[config.mk]
export PLATFORM = sky130hd
export DESIGN_NAME = param_serializer
export DESIGN_NICKNAME = d
export VERILOG_FILES = /design/src/rtl/ser_pkg.sv /design/src/rtl/ser_hold_buf.sv /design/src/rtl/param_serializer.sv
export SDC_FILE = /design/constraint.sdc
export NUM_CORES = 1
export LEC_CHECK = 0
export CAP_MARGIN = 20
export CORE_MARGIN = 3
export CORE_UTILIZATION = 30
export CTS_BUF_LIST = sky130_fd_sc_hd__clkbuf_8
export DETAILED_ROUTE_END_ITERATION = 8
export SYNTH_ARGS = -nofsm -noshare
export SYNTH_HDL_FRONTEND = slang
export SYNTH_SLANG_ARGS = --single-unit
[constraint.sdc]
create_clock -name CLK -period 1.95 [get_ports CLK]
set_input_delay 0.195 -clock CLK [delete_from_list [all_inputs] [get_ports CLK]]
set_output_delay 0.195 -clock CLK [all_outputs]
set_load 0.05 [all_outputs]
[src/rtl/ser_pkg.sv]
// Shared types and constants for the parameterised serializer.
package ser_pkg;

  typedef enum logic [1:0] {
    IDLE   = 2'd0,
    SHIFT  = 2'd1,
    PARITY = 2'd2
  } ser_state_e;

  localparam logic SER_IDLE_LEVEL = 1'b1;

endpackage

[src/rtl/ser_hold_buf.sv]
// One-entry holding register in front of the shifter; ready depends only on registered state.
module ser_hold_buf #(
  parameter int unsigned WIDTH = 8
) (
  input  logic             CLK,
  input  logic             RST,
  input  logic [WIDTH-1:0] P_DATA,
  input  logic             Data_Valid,
  output logic             Data_Ready,
  input  logic             take,
  output logic [WIDTH-1:0] hold_data,
  output logic             hold_full
);

  // take and accept never coincide: take needs a full hold, accept an empty one
  always_ff @(posedge CLK) begin
    if (RST) begin
      hold_full <= 1'b0;
      hold_data <= '0;
    end else if (take) begin
      hold_full <= 1'b0;
    end else if (Data_Valid && !hold_full) begin
      hold_full <= 1'b1;
      hold_data <= P_DATA;
    end
  end

  assign Data_Ready = !hold_full;

endmodule

[src/rtl/param_serializer.sv]
// Parallel-to-serial shifter paced by Bit_Tick, with a one-word hold buffer.
// Define SER_PARITY_EN to append a parity slot after the data bits.
module param_serializer
  import ser_pkg::*;
#(
  parameter int unsigned WIDTH      = 8,
  parameter int unsigned MSB_FIRST  = 0,
  parameter int unsigned PARITY_ODD = 0
) (
  input  logic             CLK,
  input  logic             RST,
  input  logic [WIDTH-1:0] P_DATA,
  input  logic             Data_Valid,
  output logic             Data_Ready,
  input  logic             Bit_Tick,
  output logic             ser_data,
  output logic             ser_active,
  output logic             ser_done
);

  localparam int unsigned       CNT_W    = $clog2(WIDTH);
  localparam logic [CNT_W-1:0] LAST_BIT = CNT_W'(WIDTH - 1);

  generate
    if (WIDTH < 2 || WIDTH > 32 || MSB_FIRST > 1 || PARITY_ODD > 1) begin : g_bad_cfg
      $error("param_serializer: parameter out of range");
    end
  endgenerate

  ser_state_e       state;
  logic [WIDTH-1:0] shreg;
  logic [CNT_W-1:0] bit_cnt;
  logic [WIDTH-1:0] hold_data;
  logic             hold_full;
  logic             take;
  logic             frame_end;
  logic [WIDTH-1:0] shreg_shift;
  logic             shift_bit;
  logic             load_bit;
`ifdef SER_PARITY_EN
  logic             parity;
  logic             load_parity;
`endif

  ser_hold_buf #(.WIDTH(WIDTH)) u_hold (
    .CLK        (CLK),
    .RST        (RST),
    .P_DATA     (P_DATA),
    .Data_Valid (Data_Valid),
    .Data_Ready (Data_Ready),
    .take       (take),
    .hold_data  (hold_data),
    .hold_full  (hold_full)
  );

  // Shift direction, next visible bit, and load/reload decision
  always_comb begin
    shreg_shift = (MSB_FIRST != 0) ? {shreg[WIDTH-2:0], 1'b0} : {1'b0, shreg[WIDTH-1:1]};
    shift_bit   = (MSB_FIRST != 0) ? shreg[WIDTH-2] : shreg[1];
    load_bit    = (MSB_FIRST != 0) ? hold_data[WIDTH-1] : hold_data[0];
`ifdef SER_PARITY_EN
    load_parity = (^hold_data) ^ (PARITY_ODD != 0);
    frame_end   = (state == PARITY) && Bit_Tick;
`else
    frame_end   = (state == SHIFT) && Bit_Tick && (bit_cnt == LAST_BIT);
`endif
    take        = hold_full && ((state == IDLE) || frame_end);
  end

  // Frame FSM; ser_data always carries the bit of the slot currently on the line
  always_ff @(posedge CLK) begin
    if (RST) begin
      state      <= IDLE;
      shreg      <= '0;
      bit_cnt    <= '0;
      ser_data   <= SER_IDLE_LEVEL;
      ser_active <= 1'b0;
      ser_done   <= 1'b0;
`ifdef SER_PARITY_EN
      parity     <= 1'b0;
`endif
    end else begin
      ser_done <= 1'b0;
      if (take) begin
        state      <= SHIFT;
        shreg      <= hold_data;
        bit_cnt    <= '0;
        ser_data   <= load_bit;
        ser_active <= 1'b1;
        ser_done   <= frame_end;
`ifdef SER_PARITY_EN
        parity     <= load_parity;
`endif
      end else begin
        case (state)
          IDLE: begin
            ser_data   <= SER_IDLE_LEVEL;
            ser_active <= 1'b0;
          end
          SHIFT: begin
            if (Bit_Tick) begin
              if (bit_cnt != LAST_BIT) begin
                shreg    <= shreg_shift;
                bit_cnt  <= bit_cnt + CNT_W'(1);
                ser_data <= shift_bit;
              end else begin
`ifdef SER_PARITY_EN
                state      <= PARITY;
                ser_data   <= parity;
`else
                state      <= IDLE;
                ser_data   <= SER_IDLE_LEVEL;
                ser_active <= 1'b0;
                ser_done   <= 1'b1;
`endif
              end
            end
          end
`ifdef SER_PARITY_EN
          PARITY: begin
            if (Bit_Tick) begin
              state      <= IDLE;
              ser_data   <= SER_IDLE_LEVEL;
              ser_active <= 1'b0;
              ser_done   <= 1'b1;
            end
          end
`endif
          default: begin
            state      <= IDLE;
            ser_data   <= SER_IDLE_LEVEL;
            ser_active <= 1'b0;
          end
        endcase
      end
    end
  end

endmodule
==> flow_summary_export.csv <==
group,metric,value,unit
clock_tree,cts_tree,"yes",
timing,tightest_slew,618,ps
timing,max-slew-margin-rel,58.7,%
setup_path,worst-path-max-fanout,4,
clock_tree,cts.sinks,23,
die,rows,20,
setup_path,start_kind,"flop",
clock_tree,root_buffer,"clkbuf_8",
routing,drt_iter0_markers,25,
routing,wl_per_cell,11.4,um
grt,grt_pass1_wl,3460,um
yosys,netlist.area_leader.share,45.4,%
routing,ant_nets,0,
setup_path,crit_path_max_incr_delay,840,ps
worst_hold_path,hp-class,"flop to flop",
setup_path,crit_chain,"inv_1, clkdlybuf4s50_1",
clock_tree,ctsResizeCount,0,
routing,vias,809,
die,die_h,64.2,um
routing,firstDrtPassIters,3,
cells_and_area,seq_area,460,um2
yosys,synth-main-ff-cell,"dfxtp_1",
yosys,synth-simple-area-share,19.7,%
yosys,synth_compound_area_share,23.1,%
setup_path,path_delay_family,"buffers and inverters",
yosys,yosysSeqAreaShare,45.4,%
place,hpwl,1490,um
setup_path,arrival,1580,ps
clock_tree,insertion_delay,260,ps
pwr,power.leakage,0.000487,uW
routing,routed_wl,1960,um
cells_and_area,area.growth.synth_to_final,23.7,%
grt,antenna_found_initial,0,
grt,grt_pass1_vias,781,
yosys,synthMuxAreaShare,1.97,%
grt,grt_usage,10.7,%
yosys,synth_top_family_by_area,"compound AO/OA/AOI/OAI gates",
die,dieArea,4120,um2
grt,grt_max_degree,16,
setup_path,r2r_setup_slack,210,ps
die,start_util,32.4,%
place,port_buffers,15,
die,io_pins,16,
timing,skew,2.10,ps
run,cap_violations,0,
clock_tree,clock_path_buffers,2,
pwr,p_per_area,780,nW/um2
yosys,synthTopCellsByArea,"dfxtp_1, a21oi_1, nand2_1",
die,coreArea,3130,um2
clock_tree,numCtsBuffers,3,
yosys,synth_warnings,0,
clock_tree,postCtsSetupBuffers,0,
timing,max_clock_freq,562,MHz
cells_and_area,multi_input_area,488,um2
pwr,peakVddDrop,0.411,mV
yosys,avgSynthCellArea,8.90,um2
die,dieWidth,64.2,um
setup_path,crit_path_top_delay_cell,"clkdlybuf4s50_1",
timing,final.period_utilization,91.2,%
place,pre_cts_slack,208,ps
setup_path,cp.required,1750,ps
timing,rsz0062_at_grt,"no",
timing,slew_viol_final,0,
timing,setup_tns,0,ps
routing,vias_per_cell,4.68,
clock_tree,htreeDepth,1,
cells_and_area,num-fill-cells,318,
place,finalWeightedCongestion,0.763,
timing,setup_viol,0,
yosys,syn-cell-area,1010,um2
timing,min_period,1780,ps
setup_path,crit_path_end_kind,"output port",
yosys,synth_seq_cells,23,
timing,finalWorstSetupSlack,172,ps
run_status,status,"finished, final reports clean",
cells_and_area,diodes,0,
timing,hold_viol,0,
grt,grt_overflow_total,0,
yosys,synth.distinct_cells,29,
clock_tree,clk_pin_slew,80,ps
clock_tree,cts_hold_buf,0,
yosys,synthAdderAreaFrac,2.47,%
yosys,synthCells,114,
routing,drc,0,
cells_and_area,layout-drive-gt1-share,10.1,%
yosys,synth_xor_area_share,0.863,%
yosys,yosysTopAreaCell,"dfxtp_1",
setup_path,crit_type,"flop to output port",
cells_and_area,final_net_count,144,
yosys,synth_edf_count,0,
setup_path,path_buf_inv,2,
yosys,synth_fp_nets,128,
timing,holdWs,457,ps
yosys,async_flop_share,0,%
==> cell type report <==
| type | instances | share of cell area, % |
|---|---|---|
| Clock inverter | 1 | 0.598 |
| Multi-Input combinational cell | 77 | 38.9 |
| Sequential cell | 23 | 36.7 |
| Clock buffer | 3 | 3.29 |
| Tap cell | 44 | 4.39 |
| Inverter | 6 | 1.79 |
| Timing Repair Buffer | 19 | 14.4 |
==> Yosys cell counts (all sizes together), types with 3 or more instances <==
cell and count:
dfxtp 23, a21oi 17, nand2 17, nor2 9, inv 6, buf 4
clkbuf 4, o21ai 4, nand2b 3, nor3 3, nor3b 3, o211a 3
o221a 3
==> worst min-delay path, cell delays in order (launching register included) <==
cell     delay [ps]
dfxtp_1         310
nand2_1          50
a21oi_1          50
==> layer usage <==
layer | track usage (%) | vias up | part of all wire (%)
met1 | 12.9 | 371 | 49
met2 | 16.8 | 17 | 43
met5 | 0 | - | 0
met4 | 4.75 | 0 | 1.8
met3 | 4.04 | 2 | 5.9
li1 | - | 419 | -
==> worst paths after layout <==
kind,startpoint,to,cells past startpoint
min,ser_active,ser_active,2
min reg2reg,ser_active,ser_active,2
max reg2reg,bit_cnt[0],bit_cnt[2],5
max,u_hold.hold_full,Data_Ready,2
==> stage by stage <==
stage          area [um2]  total power (uW)  std cells  util [%]
2_1_floorplan        1010               636        114         -
4_1_cts              1250               990        173      40.1
5_1_grt              1250              1030        173      40.1
3_3_place_gp         1210               687        169      38.6
6_report             1250               978        173      40.1
3_5_place_dp         1210               690        169      38.6
==> power by group <==
part	switching, uW	total (uW)	leakage [uW]	internal, uW
Sequential	20.3	520	0.000189	500
Combinational	82.1	158	0.000276	76.3
Clock	155	299	0.0000217	144
Total	258	978	0.000487	721
==> cells by family (layout without fill, tap and decap cells) <==
| logic type | count (synthesis) | in the layout |
|---|---|---|
| buf+inv | 14 | 29 |
| compound gates | 31 | 31 |
| xor+xnor | 1 | 1 |
| simple gates | 41 | 41 |
| mux | 2 | 2 |
| fa+ha+maj | 2 | 2 |
| flops | 23 | 23 |
==> registers in the layout, indices dropped and copies added (netlist names) <==
| name | cells |
|---|---|
| bit_cnt | 3 |
| ser_active | 1 |
| ser_data | 1 |
| ser_done | 1 |
| shreg | 7 |
| state | 1 |
| u_hold.hold_data | 8 |
| u_hold.hold_full | 1 |
==> cells in the final DEF, fill, tap and decap left out, types with 2 or more instances in the layout <==
cell and n:
a21oi_1 13, a21oi_2 3, buf_4 4, clkbuf_8 3, clkdlybuf4s50_1 15, dfxtp_1 23, ha_1 2, inv_1 6
mux2i_1 2, nand2_1 17, nand2b_1 3, nor2_1 9, nor2b_1 2, nor3_1 3, nor3b_1 3, o211a_1 3
o21ai_0 4, o221a_1 3
No activity file was read; power rests on OpenSTA's default activity.
